<file path="config.mk">
export PLATFORM = sky130hd
export DESIGN_NAME = move_cmd_queue_flat
export DESIGN_NICKNAME = d
export VERILOG_FILES = /design/src/rtl/tetris_input_pkg.sv /design/src/rtl/move_cmd_queue_if.sv /design/src/rtl/cmd_fifo.sv /design/src/rtl/move_cmd_queue.sv /design/src/flat_wrapper.sv
export SDC_FILE = /design/constraint.sdc
export NUM_CORES = 1
export LEC_CHECK = 0
export CAP_MARGIN = 20
export CELL_PAD_IN_SITES_DETAIL_PLACEMENT = 0
export CELL_PAD_IN_SITES_GLOBAL_PLACEMENT = 1
export CORE_ASPECT_RATIO = 0.75
export CORE_UTILIZATION = 43
export DETAILED_ROUTE_END_ITERATION = 8
export GPL_TIMING_DRIVEN = 0
export PLACE_DENSITY_LB_ADDON = 0.05
export SLEW_MARGIN = 40
export SYNTH_ARGS = -nofsm -noshare
export SYNTH_HDL_FRONTEND = slang
export SYNTH_SLANG_ARGS = --single-unit
</file>
<file path="constraint.sdc">
create_clock -name clk -period 3.2 [get_ports clk]
set_input_delay 0.96 -clock clk [delete_from_list [all_inputs] [get_ports clk]]
set_output_delay 0.96 -clock clk [all_outputs]
set_load 0.03 [all_outputs]
</file>
<file path="src/rtl/tetris_input_pkg.sv">
// tetris_input_pkg: command codes, grant priority order and pending-bit helper shared by the input path.
package tetris_input_pkg;
  localparam int CMD_W = 3;
  localparam int N_CMD = 5;
  typedef enum logic [CMD_W-1:0] {
    CMD_NONE   = 3'd0,
    CMD_LEFT   = 3'd1,
    CMD_RIGHT  = 3'd2,
    CMD_ROTATE = 3'd3,
    CMD_DOWN   = 3'd4,
    CMD_DROP   = 3'd5
  } cmd_t;
  localparam cmd_t PRIO_ORDER [N_CMD] = '{CMD_DROP, CMD_ROTATE, CMD_LEFT, CMD_RIGHT, CMD_DOWN};
  // Pending bit for code c sits at index c-1; NONE has no bit.
  function automatic logic [N_CMD-1:0] cmd_bit(cmd_t c);
    return (c == CMD_NONE) ? '0 : N_CMD'(1) << (int'(c) - 1);
  endfunction
endpackage

</file>
<file path="src/rtl/move_cmd_queue_if.sv">
// move_cmd_queue_if: key pulses in, valid/ready command stream out; master is the queue side.
interface move_cmd_queue_if import tetris_input_pkg::*; #(parameter int DEPTH = 4);
  logic left_pulse;
  logic right_pulse;
  logic rotate_pulse;
  logic down_pulse;
  logic drop_pulse;
  logic cmd_valid;
  logic cmd_ready;
  cmd_t cmd;
  logic [$clog2(DEPTH):0] level;
  logic overflow;
  modport master (
    input  left_pulse, right_pulse, rotate_pulse, down_pulse, drop_pulse, cmd_ready,
    output cmd_valid, cmd, level, overflow
  );
  modport slave (
    output left_pulse, right_pulse, rotate_pulse, down_pulse, drop_pulse, cmd_ready,
    input  cmd_valid, cmd, level, overflow
  );
endinterface

</file>
<file path="src/rtl/cmd_fifo.sv">
// cmd_fifo: show-ahead FIFO, power-of-two depth; dout reads zero while empty.
module cmd_fifo #(
  parameter int DEPTH = 4,
  parameter int W = 3
) (
  input  logic                   clk,
  input  logic                   rst,
  input  logic                   push,
  input  logic                   pop,
  input  logic [W-1:0]           din,
  output logic [W-1:0]           dout,
  output logic [$clog2(DEPTH):0] level,
  output logic                   full,
  output logic                   empty
);
  localparam int AW = $clog2(DEPTH);
  localparam int LW = AW + 1;
  logic [W-1:0]  mem [DEPTH];
  logic [AW-1:0] wr_ptr, rd_ptr;
  logic          do_push, do_pop;
  assign empty   = level == '0;
  assign full    = level == LW'(DEPTH);
  assign do_pop  = pop && !empty;
  assign do_push = push && (!full || do_pop);
  assign dout    = empty ? '0 : mem[rd_ptr];
  always_ff @(posedge clk)
    if (do_push) mem[wr_ptr] <= din;
  // Pointers wrap for free since DEPTH is a power of two.
  always_ff @(posedge clk or posedge rst)
    if (rst) begin
      wr_ptr <= '0;
      rd_ptr <= '0;
      level  <= '0;
    end else begin
      if (do_push) wr_ptr <= wr_ptr + 1'b1;
      if (do_pop) rd_ptr <= rd_ptr + 1'b1;
      level <= level + LW'(do_push) - LW'(do_pop);
    end
endmodule

</file>
<file path="src/rtl/move_cmd_queue.sv">
// move_cmd_queue: merges key pulses into a prioritised command FIFO with a valid/ready output.
// Define OPPOSITE_CANCEL_EN to make simultaneous left+right pulses cancel each other.
module move_cmd_queue import tetris_input_pkg::*; #(
  parameter int DEPTH = 4
) (
  input  logic             clk,
  input  logic             rst,
  move_cmd_queue_if.master bus
);
  logic [N_CMD-1:0]       pending, pulses, gnt_mask;
  logic [CMD_W-1:0]       head;
  logic [$clog2(DEPTH):0] level;
  logic                   full, empty, pop, can_push, granted, overflow;
  cmd_t                   gnt_code;
`ifdef OPPOSITE_CANCEL_EN
  assign pulses = {bus.drop_pulse, bus.down_pulse, bus.rotate_pulse,
                   bus.right_pulse & ~bus.left_pulse, bus.left_pulse & ~bus.right_pulse};
`else
  assign pulses = {bus.drop_pulse, bus.down_pulse, bus.rotate_pulse, bus.right_pulse, bus.left_pulse};
`endif
  assign pop      = bus.cmd_ready && !empty;
  assign can_push = !full || pop;
  // Walk from lowest to highest priority so the highest pending type wins.
  always_comb begin
    gnt_code = CMD_NONE;
    for (int i = N_CMD - 1; i >= 0; i--)
      gnt_code = ((pending & cmd_bit(PRIO_ORDER[i])) != '0) ? PRIO_ORDER[i] : gnt_code;
  end
  assign granted  = can_push && (gnt_code != CMD_NONE);
  assign gnt_mask = granted ? cmd_bit(gnt_code) : '0;
  always_ff @(posedge clk or posedge rst)
    if (rst) begin
      pending  <= '0;
      overflow <= 1'b0;
    end else begin
      pending  <= (pending & ~gnt_mask) | pulses;
      overflow <= |(pulses & pending & ~gnt_mask);
    end
  cmd_fifo #(.DEPTH(DEPTH), .W(CMD_W)) u_fifo (
    .clk(clk), .rst(rst), .push(granted), .pop(pop), .din(gnt_code),
    .dout(head), .level(level), .full(full), .empty(empty)
  );
  assign bus.cmd_valid = !empty;
  assign bus.cmd       = cmd_t'(head);
  assign bus.level     = level;
  assign bus.overflow  = overflow;
endmodule

</file>
<file path="src/flat_wrapper.sv">
// flat-port wrapper written by rule: the top's interface ports become plain ports
module move_cmd_queue_flat import tetris_input_pkg::*;
#(
  parameter int DEPTH = 4
)
  (clk, rst, bus_left_pulse, bus_right_pulse, bus_rotate_pulse, bus_down_pulse, bus_drop_pulse, bus_cmd_ready, bus_cmd_valid, bus_cmd, bus_level, bus_overflow);
  move_cmd_queue_if #(.DEPTH(DEPTH)) bus_i ();
  input  logic clk;
  input  logic rst;
  input wire logic [$bits(bus_i.left_pulse)-1:0] bus_left_pulse;
  input wire logic [$bits(bus_i.right_pulse)-1:0] bus_right_pulse;
  input wire logic [$bits(bus_i.rotate_pulse)-1:0] bus_rotate_pulse;
  input wire logic [$bits(bus_i.down_pulse)-1:0] bus_down_pulse;
  input wire logic [$bits(bus_i.drop_pulse)-1:0] bus_drop_pulse;
  input wire logic [$bits(bus_i.cmd_ready)-1:0] bus_cmd_ready;
  output wire logic [$bits(bus_i.cmd_valid)-1:0] bus_cmd_valid;
  output wire logic [$bits(bus_i.cmd)-1:0] bus_cmd;
  output wire logic [$bits(bus_i.level)-1:0] bus_level;
  output wire logic [$bits(bus_i.overflow)-1:0] bus_overflow;
  assign bus_i.left_pulse = bus_left_pulse;
  assign bus_i.right_pulse = bus_right_pulse;
  assign bus_i.rotate_pulse = bus_rotate_pulse;
  assign bus_i.down_pulse = bus_down_pulse;
  assign bus_i.drop_pulse = bus_drop_pulse;
  assign bus_i.cmd_ready = bus_cmd_ready;
  assign bus_cmd_valid = bus_i.cmd_valid;
  assign bus_cmd = bus_i.cmd;
  assign bus_level = bus_i.level;
  assign bus_overflow = bus_i.overflow;
  move_cmd_queue #(.DEPTH(DEPTH)) u_core (.clk(clk), .rst(rst), .bus(bus_i));
endmodule
</file>
# [Yosys cells after proc, flatten, opt, wreduce, memory -nomap -nowiden]
# Memories as Yosys holds them, arrays and structs flattened.
# Index checks and enable logic that the tools add are counted.
# W data, S select, Z words.
[word_totals] reg_bits=13 mem_bits_rw=12 inputBits=8 out_inout_bits=8 wordCells=40 n_memories=1
[mem_list] memory="u_core.u_fifo.mem" depth=4 word_bits=3 read_ports=1 rd_clocked_by_memory_dff=0 write_ports=1 line_no="cmd_fifo.sv:18" rtl="logic [W-1:0] mem [DEPTH];"
[classes] add_sub_neg=5 n_eq_ne=1 shift=1 muxes=10 bitwise=5 n_reduce_logical=12
[ops] op="$shl A1 B32 Y5 const A" count=1
[ops] op="$mux W3" count=6
[ops] op="$and A5 B5 Y5" count=3
[ops] op="$mux W5" count=2
[ops] op="$logic_not A3 Y1" count=2
[ops] op="$not A5 Y5" count=1
[ops] op="$or A5 B5 Y5" count=1
[ops] op="$reduce_or A5 Y1" count=1
[ops] op="$add A2 B1 Y2 const B" count=2
[ops] op="$logic_and A1 B1 Y1" count=4
[ops] op="$sub A3 B1 Y4 const B" count=1
[ops] op="$add A3 B1 Y3" count=1
[ops] op="$eq A3 B3 Y1 const B" count=1
[ops] op="$reduce_bool A3 Y1" count=1
[ops] op="$sub A3 B1 Y3" count=1
[ops] op="$logic_not A1 Y1" count=2
[ops] op="$logic_or A1 B1 Y1" count=2
[ops] op="$mux W1" count=2

# [Longest topological paths before layout]
# Gate-level depths: netlist of run 1.
[logic_depth] ltp_word=12 mapped_depth=15 ltp_nobuf=14

# [Hierarchy]
# A second synthesis of run 1 with hierarchy kept.
[hier_totals] cells_unflattened=107 area_unflattened_um2=1322.5
[by_module_without_submodules] module="cmd_fifo" n_inst=1 cells_each=56 area_each_um2=882.1
[by_module_without_submodules] module="move_cmd_queue" n_inst=1 cells_each=51 area_each_um2=440.4

# [Worst setup path after synthesis of run 1]
# No wires, ideal clock.
[synth_timing] kind="input port to flip-flop" start="input port bus_cmd_ready" end="register u_core.u_fifo.level[2]" arrival_ns=2.912 required_time_ns=3.063 path_slack_ns=0.152 stages=12 n_path_buf=2 path_cell_list="or4b_1 > buf_2 > nor2b_4 > buf_6 > inv_1 > ha_1 > inv_1 > ha_1 > inv_1 > fa_1 > xnor2_1 > xnor2_1"
[synth_between] elab_chain_cells=6 word_cells_on_any_way=8
[synth_lines] item="from (decl)" line_no="flat_wrapper.sv:15" rtl="input wire logic [$bits(bus_i.cmd_ready)-1:0] bus_cmd_ready;"
[synth_lines] item="$logic_and A1 B1 Y1 (*)" line_no="move_cmd_queue.sv:21" rtl="assign pop = bus.cmd_ready && !empty;"
[synth_lines] item="$logic_or A1 B1 Y1 / $logic_and A1 B1 Y1 (equally long branches)" line_no="move_cmd_queue.sv:22, cmd_fifo.sv:23"
[synth_lines] item="$logic_and A1 B1 Y1 / $logic_or A1 B1 Y1 (equally long branches)" line_no="move_cmd_queue.sv:29, cmd_fifo.sv:24"
[synth_lines] item="$logic_and A1 B1 Y1" line_no="cmd_fifo.sv:24" rtl="assign do_push = push && (!full || do_pop);"
[synth_lines] item="$add A3 B1 Y3" line_no="cmd_fifo.sv:37" rtl="level <= level + LW'(do_push) - LW'(do_pop);"
[synth_lines] item="$sub A3 B1 Y3 (*)" line_no="cmd_fifo.sv:37"
[synth_lines] item="to (signal assigned)" line_no="cmd_fifo.sv:37"
[synth_lines] item="to (decl)" line_no="cmd_fifo.sv:12" rtl="output logic [$clog2(DEPTH):0] level,"
# Mark *: on every way between the ends. The rest lies on a longest branch, timed or not.
# A chain may end at the register's enable or synchronous reset.

# [Final worst setup path of run 1]
# Ends and elaborated chain as after synthesis.

==> results by stage, run 1 <==
Run status:
- The flow ran to the end, and the final reports show no timing, DRC or antenna violations.

Timing:
- After layout, the worst setup slack is 99.94 ps.
- The normalized max-slew margin is 65.49%.
- Based on the critical path, the design can be clocked at up to 322.6 MHz.
- The shortest clock period the worst path allows after layout is 3100 ps.
- The max-slew violation total from the final report is 0.
- The count of final hold-check violations is 0.
- The maximum clock skew at final layout is 3.190 ps.
- The transition at the pin with the smallest max-transition slack is 517.0 ps.
- Setup violations remaining at the end of the flow were counted as 0.
- The worst path uses 96.88% of the clock period.
- Setup repair after global routing left no endpoint under its margin.
- The sum of negative setup slack is 0 ps.

Clock network:
- The cell sitting at the root of the clock tree is a sky130_fd_sc_hd__clkbuf_8.
- The tree built by TritonCTS fans out to 25 sinks.
- The TritonCTS clock tree is built.
- The maximum number of buffers from clock root to sink is 2.
- The latest clock arrival within the worst-skew pair is 270 ps.
- The total number of H-tree levels is 1.
- The clock transition at the registers of the reported paths is 90 ps.
- Clock tree synthesis inserted a total of 3 buffers.

Drt:
- The remaining antenna violation count is 0.
- Dividing the detail-routed via count by the number of cells gives 4.922.
- The detailed-router iteration count before antenna repair is 4.
- For this run, design rule violations remaining after detail routing come to 0.
- The wire length per cell after detailed routing is 13.69 um.
- The final layout contains routed wiring with a total length of 2094 um.
- The detailed router placed 753 vias in this run.
- The first-iteration detailed-routing DRC count is 31.

Power:
- IR analysis of the VDD net gives a maximum drop of 377.0 uV.
- The power density normalized to cell area is 913.3 nW/um^2.
- The cell leakage power is 0.6265 nW.

Floorplanning:
- The width of the die is 64.07 um.
- The core outline area is 2683 um^2.
- 16 I/O pins were placed.
- The initial standard-cell utilization of the core is 46.32%.
- The die outline area is 3111 um^2.
- After floorplanning, the core was divided into 16 placement rows.
- The height of the die is 48.55 um.

Cells and area:
- Excluding fillers, the count of instances in the completed layout stands at 153.
- The fraction of final layout cells with drive strength greater than 1 is 17.09%.
- After the last flow step, the layout net total stands at 135.
- Relative to the synthesized area, the layout overhead comes to 21.25%.
- The final design area excluding fillers is 1506 um^2.
- The antenna cell count is 0.
- The number of filler instances in the final layout is 246.

Synthesis:
- In this run, distinct cell masters in the synthesized netlist total 31.
- Of the synthesized area, sequential elements account for 55.19%.
- The register bit total from synthesis is 25.
- The net count after synthesis is 115.
- Dividing the synthesized area by the synthesized cell count gives 12.68 um^2.
- The commonest register cell after synthesis is sky130_fd_sc_hd__dfrtp_1.
- The synthesized instance count is 98.
- The async set-or-reset flop fraction in the synthesized netlist is 52.00%.
- The number of enable-type register cells in the synthesized netlist is 12.
- The number of warnings printed during yosys synthesis is 0.
- The mapped netlist covers 1242 um^2.

Global route:
- Entering global routing, the biggest net connects 16 pins.
- The via count of the first global-routing pass came to 754.
- For this run, the total global-route usage over all layers was measured as 15.92%.
- The number of antenna violations at the first check in global routing came to 0.
- The wire length of the first global-routing pass is 3594 um.
- For this run the aggregate overflow at the end of global routing stands at 0.

Worst setup path:
- STA classifies the critical path startpoint as an input pin.
- The category of the worst setup path capture point is a flip-flop.
- Of all nets on the critical path, the largest fanout is 2.
- The type of the worst setup path is input pin to flip-flop.
- The critical path data arrival time is 3260 ps.
- The data required time of the worst path is 3360 ps.
- The depth of the most critical reg-to-reg path is 14.

Placement:
- Input and output buffers added on the ports amount to 15.
- Including well taps, the total number of placed cells is 149.
- Detailed placement ended at an HPWL of 1556 um.
- The placed standard-cell area is 1438 um^2.
- The final estimated routing congestion in global placement is 0.7075.
- The setup slack after placement is -397.9 ps.

Min path:
- The worst hold path belongs to the class flip-flop to flip-flop.
- The cell count of the worst hold path is 1.

Flow run:
- The number of violations of the max-capacitance limit is 0.
==> state kept, by name, summed over array words and instances, names as in the netlist <==
| name | count |
|---|---|
| u_core.u_fifo.mem | 12 |
| u_core.u_fifo.level | 3 |
| u_core.u_fifo.rd_ptr | 2 |
| u_core.pending | 5 |
| u_core.bus.overflow | 1 |
| u_core.u_fifo.wr_ptr | 2 |
==> power breakdown <==
part           leakage [nW]  internal [mW]  switching (mW)  total [mW]
clock                0.0217         0.0885           0.106       0.194
sequential            0.237          0.461          0.0842       0.545
combinational         0.367          0.317           0.320       0.636
==> critical path, stage by stage <==
cell,delay [ps]
sky130_fd_sc_hd__clkdlybuf4s50_1,420
sky130_fd_sc_hd__or4b_4,500
sky130_fd_sc_hd__buf_6,130
sky130_fd_sc_hd__nor2b_4,130
sky130_fd_sc_hd__inv_2,50
sky130_fd_sc_hd__ha_1,220
sky130_fd_sc_hd__inv_1,60
sky130_fd_sc_hd__ha_1,130
sky130_fd_sc_hd__inv_1,50
sky130_fd_sc_hd__fa_2,350
sky130_fd_sc_hd__xnor2_2,140
sky130_fd_sc_hd__xnor2_1,130
==> cells in the final DEF (no fill, tap or decap), types with 2 or more instances in the layout <==
master                            netlist  routed
sky130_fd_sc_hd__clkbuf_8               0       3
sky130_fd_sc_hd__edfxtp_1              12      12
sky130_fd_sc_hd__and2_4                 2       2
sky130_fd_sc_hd__clkdlybuf4s50_1        0      15
sky130_fd_sc_hd__ha_1                   8       8
sky130_fd_sc_hd__and2_1                 7       7
sky130_fd_sc_hd__o21ai_0                3       3
sky130_fd_sc_hd__nor3b_1                2       2
sky130_fd_sc_hd__dfrtp_1               13      13
sky130_fd_sc_hd__buf_4                  0       2
sky130_fd_sc_hd__nand2_1                7       7
sky130_fd_sc_hd__nor2_1                 2       2
sky130_fd_sc_hd__a21o_1                 3       3
sky130_fd_sc_hd__xnor2_1                4       3
sky130_fd_sc_hd__mux4_2                 3       3
sky130_fd_sc_hd__nand3_1                2       2
sky130_fd_sc_hd__inv_1                 12      11
==> stage by stage <==
stage	power [mW]	hold slack, ps	util (%)
2_1_floorplan	0.9728	495.6	-
3_3_place_gp	1.155	522.4	53.59
3_5_place_dp	1.176	529.2	53.59
4_1_cts	1.396	561.0	56.16
5_1_grt	1.479	584.0	56.16
6_report	1.376	556.7	56.16
==> repair_timing <==
action | CTS | global route
endpoints found under the setup margin | 3 | 1
pin swaps | 4 | 4
buffers inserted | 2 | 0
hold buffers | 0 | 0
resized for setup | 6 | 0
==> synthesized netlist by cell type (2+ instances only) <==
cell / n / area [um^2]
sky130_fd_sc_hd__o21ai_0: 3 / 15.01
sky130_fd_sc_hd__nor2_1: 2 / 7.510
sky130_fd_sc_hd__nor3b_1: 2 / 15.01
sky130_fd_sc_hd__xnor2_1: 4 / 35.03
sky130_fd_sc_hd__nand2_1: 7 / 26.28
sky130_fd_sc_hd__clkbuf_1: 2 / 7.510
sky130_fd_sc_hd__and2_1: 7 / 43.79
sky130_fd_sc_hd__a21o_1: 3 / 22.52
sky130_fd_sc_hd__ha_1: 8 / 100.1
sky130_fd_sc_hd__nand3_1: 2 / 10.01
sky130_fd_sc_hd__mux4_2: 3 / 67.56
sky130_fd_sc_hd__dfrtp_1: 13 / 325.3
sky130_fd_sc_hd__and2_4: 2 / 17.52
sky130_fd_sc_hd__edfxtp_1: 12 / 360.4
sky130_fd_sc_hd__inv_1: 12 / 45.04
==> area by class of cell <==
type,instances,area [um^2],area share (%)
Buffer,2,15.01,0.9967
Clock buffer,3,41.29,2.741
Clock inverter,1,7.507,0.4983
Inverter,12,45.04,2.990
Multi-Input combinational cell,57,501.7,33.31
Sequential cell,25,685.7,45.52
Tap cell,36,45.04,2.990
Timing Repair Buffer,17,165.2,10.96
==> routing by layer <==
metal,routed length [um],GRT usage (%)
met5,0,0
met4,38,5.682
met3,77,4.953
met1,1009,22.02
met2,968,23.58
==> cell families after synthesis <==
group	count (synthesis)	synth area share (%)
AOI/OAI and AO/OA	12	6.747
xor gates and xnor gates	5	3.525
adders and majority gates	9	9.668
buffers and inverters	16	5.538
DFF	25	55.19
muxes	3	5.438
and+or+nand+nor	28	13.90
==> path summary, 6_finish.rpt <==
kind / startpoint / end / slack (ps)
setup reg to reg: u_core.pending[4] / u_core.u_fifo.level[2] / 420
max in group asynchronous: rst / u_core.u_fifo.wr_ptr[0] / 1850
min in group asynchronous: rst / u_core.u_fifo.level[0] / 1000
hold / removal: u_core.pending[2] / u_core.pending[2] / 560
hold reg to reg: u_core.pending[2] / u_core.pending[2] / 560
setup / recovery: bus_cmd_ready / u_core.u_fifo.level[2] / 100
Power figures use the tool's default switching activity.
==> run 2, diff against run 1 <==
--- a/config.mk
+++ b/config.mk
@@ -13,6 +13,7 @@
 export DETAILED_ROUTE_END_ITERATION = 8
 export GPL_TIMING_DRIVEN = 0
 export PLACE_DENSITY_LB_ADDON = 0.05
+export SETUP_SLACK_MARGIN = 0.15
 export SLEW_MARGIN = 40
 export SYNTH_ARGS = -nofsm -noshare
 export SYNTH_HDL_FRONTEND = slang
==> results by stage, run 2 (synthesis gave the netlist of run 1 again) <==
Global route:
- The number of antenna violations at the first check in global routing came to 0 (unchanged).
- The wire length of the first global-routing pass was 3608 um (was 3594 um).
- The via count of the first global-routing pass is 755 (was 754).
- The total grt overflow is 0 (unchanged).
- The pin count of the biggest net entering global routing is 16 (unchanged).
- The aggregate global-route resource usage came to 15.98% (was 15.92%).

Floorplanning:
- The top-level I/O count was 16 (unchanged).
- The die outline area is 3111 um^2 (unchanged).
- The width of the die is 64.07 um (unchanged).
- The number of core rows came to 16 (unchanged).
- The height of the die is 48.55 um (unchanged).
- The initial standard-cell utilization of the core is 46.32% (unchanged).
- The core outline area is 2683 um^2 (unchanged).

Placement:
- The final estimated routing congestion in global placement was 0.7075 (unchanged).
- The placed standard-cell area is 1438 um^2 (unchanged).
- The number of buffer cells added on primary ports is 15 (unchanged).
- The detailed placer's ending HPWL is 1556 um (unchanged).
- The setup slack after placement came to -397.9 ps (unchanged).

Min path:
- The path class of the lowest-slack min-delay path was flip-flop to flip-flop (unchanged).
- The sink of the worst hold path is u_core.pending[2] (unchanged).
- The worst min-delay path startpoint is u_core.pending[2] (unchanged).
- The cell count of the worst hold path was 1 (unchanged).

Drt:
- The final routed DRC violation total is 0 (unchanged).
- The count of vias placed by the detailed router is 753 (unchanged).
- The first-iteration detailed-routing DRC count is 29 (was 31).
- The wire length per cell after detailed routing is 13.50 um (was 13.69 um).
- The detailed-router iteration count before antenna repair is 4 (unchanged).
- The final wirelength is 2092 um (was 2094 um).
- The via density per instance is 4.858 (was 4.922).
- The remaining antenna violation count was 0 (unchanged).

Timing:
- The maximum clock skew at final layout came to 4.780 ps (was 3.190 ps).
- The ratio of final minimum period to clock period came to 93.24% (was 96.88%).
- Setup repair after global routing missed its margin: true (was false).
- The max-slew violation total from the final report is 0 (unchanged).
- The final number of setup-violating endpoints came to 0 (unchanged).
- The maximum operating frequency is 335.2 MHz (was 322.6 MHz).
- The transition at the pin with the smallest max-transition slack is 520.2 ps (was 517.0 ps).
- The count of final hold-check violations is 0 (unchanged).
- The sum of negative setup slack came to 0 ps (unchanged).
- The final worst-path setup slack is 216.4 ps (was 99.94 ps).
- The normalized max-slew margin was 65.28% (was 65.49%).
- The shortest clock period the worst path allows after layout is 2984 ps (was 3100 ps).
- The final hold slack is 556.6 ps (was 556.7 ps).

Clock network:
- The total number of H-tree levels is 1 (unchanged).
- The number of buffers added by the clock tree synthesis step is 3 (unchanged).
- The clock sink total is 25 (unchanged).
- The TritonCTS clock tree is built (unchanged).
- The maximum number of buffers from clock root to sink came to 2 (unchanged).
- The clock transition at the registers of the reported paths is 90 ps (about the same).
- The latest clock arrival within the worst-skew pair is 270 ps (about the same).
- The root buffer cell was sky130_fd_sc_hd__clkbuf_8 (unchanged).

Cells and area:
- The leading cell type in the layout, fill and taps excluded is sky130_fd_sc_hd__dfrtp_1 (was sky130_fd_sc_hd__clkdlybuf4s50_1).
- The layout net count came to 137 (was 135).
- The fraction of final layout cells with drive strength greater than 1 is 20.17% (was 17.09%).
- The register bank with the most flops is u_core.u_fifo.mem (unchanged).
- Most frequent cells in the layout: sky130_fd_sc_hd__dfrtp_1, sky130_fd_sc_hd__edfxtp_1, sky130_fd_sc_hd__clkdlybuf4s50_1 (was sky130_fd_sc_hd__clkdlybuf4s50_1, sky130_fd_sc_hd__dfrtp_1, sky130_fd_sc_hd__edfxtp_1).
- Registers with the most flip-flops: u_core.u_fifo.mem x12, u_core.pending x5, u_core.u_fifo.level x3 (unchanged).
- The antenna cell count was 0 (unchanged).
- The flip-flop count of the largest register, all copies and words added is 12 (unchanged).
- The area overhead of the layout relative to synthesis is 22.76% (was 21.25%).
- The final design area excluding fillers is 1525 um^2 (was 1506 um^2).

Worst setup path:
- The type of the worst setup path is input pin to flip-flop (unchanged).
- The reg-to-reg endpoint is u_core.u_fifo.level[2] (unchanged).
- The maximum net fanout on the critical path is 2 (unchanged).
- The launch instance of the worst register-to-register path was u_core.pending[4] (unchanged).
- The biggest cell delay along the critical path is 490 ps (was 500 ps).
- The type of origin of the critical path is an input pin (unchanged).
- The critical path data arrival time is 3140 ps (was 3260 ps).
- The depth of the most critical reg-to-reg path came to 15 (was 14).
- The category of the worst setup path capture point is a flip-flop (unchanged).
- The slack of the worst reg-to-reg path is 310 ps (was 420 ps).
- The data required time of the worst path is 3360 ps (about the same).
- The cell at the slowest stage of the critical path is sky130_fd_sc_hd__or4b_4 (unchanged).
- Cell chain of the critical path: clkdlybuf4s15_1 -> or4b_4 -> buf_6 -> nor2b_4 -> buf_6 -> inv_2 -> ha_1 -> inv_1 -> ha_2 -> inv_2 -> fa_2 -> xnor2_2 -> xnor2_1 (was clkdlybuf4s50_1 -> or4b_4 -> buf_6 -> nor2b_4 -> inv_2 -> ha_1 -> inv_1 -> ha_1 -> inv_1 -> fa_2 -> xnor2_2 -> xnor2_1).

Power:
- The cell leakage power is 0.6465 nW (was 0.6265 nW).
- The highest ir drop seen on vdd is 376.2 uV (was 377.0 uV).
- The power density normalized to cell area is 901.6 nW/um^2 (was 913.3 nW/um^2).

Flow run:
- The number of violations of the max-capacitance limit is 0 (unchanged).

Run status:
- Outcome: complete, no violations (unchanged).
[run 2: cell count changes in the layout (fill, tap and decap cells not counted), sizes merged]
cell           change
clkbuf             +1
clkdlybuf4s15      +1
dlygate4sd2        +2
clkdlybuf4s50      -4
buf                +1
dlymetal6s2s       +1
[run 2: area by class of cell]
cell class / instances / area [um^2]
buffer: 4 / 31.28
clock buffer: 3 / 41.29
clock inverter: 1 / 7.507
fill: 249 / 1157
inverter: 12 / 45.04
multi-input combinational: 57 / 504.2
sequential: 25 / 685.7
tap: 36 / 45.04
timing repair buffer: 17 / 165.2
[run 2: worst max path at each step]
stage                              to          start  cells after the start  slack [ps]
5_1_grt        u_core.u_fifo.level[2]  bus_cmd_ready                     13         150
3_5_place_dp   u_core.u_fifo.level[2]  bus_cmd_ready                     13        -400
4_1_cts        u_core.u_fifo.level[2]  bus_cmd_ready                     13         150
6_report       u_core.u_fifo.level[2]  bus_cmd_ready                     13         220
2_1_floorplan  u_core.u_fifo.level[2]  bus_cmd_ready                     12         150
3_3_place_gp   u_core.u_fifo.level[2]  bus_cmd_ready                     13        -360
[run 2: report_power, final]
group	total [mW]	switching (mW)	internal, mW
logic	0.652	0.338	0.314
clock network	0.193	0.105	0.0884
registers	0.530	0.0696	0.461
total	1.38	0.512	0.863
[run 2: per-layer routing]
metal / part of all wire (%) / global-route usage (%) / vias up
met5: 0 / 0 / -
li1: - / - / 375
met2: 47 / 23.58 / 20
met3: 4.4 / 4.953 / 5
met1: 47 / 22.17 / 353
met4: 1.8 / 5.682 / 0
[run 2: through the flow]
step / std cells / total power, mW / util [%]
floorplan: 98 / 0.9728 / -
global placement: 149 / 1.155 / 53.59
detailed placement: 149 / 1.176 / 53.59
finish: 155 / 1.375 / 56.86
CTS: 155 / 1.398 / 56.76
global route: 155 / 1.483 / 56.86
[run 2: critical path, delay by kind of cell]
kind          cells  cell delay (ps)
xor+xnor          2              270
fa+ha+maj         3              720
simple gates      2              610
buf+inv           6              590
[run 2: repair_timing]
| item | in CTS | in global routing |
|---|---|---|
| gates resized for setup | 13 | 1 |
| endpoints found under the setup margin | 5 | 2 |
| hold buffers | 0 | 0 |
| pin swaps | 4 | 4 |
| setup buffers | 2 | 0 |
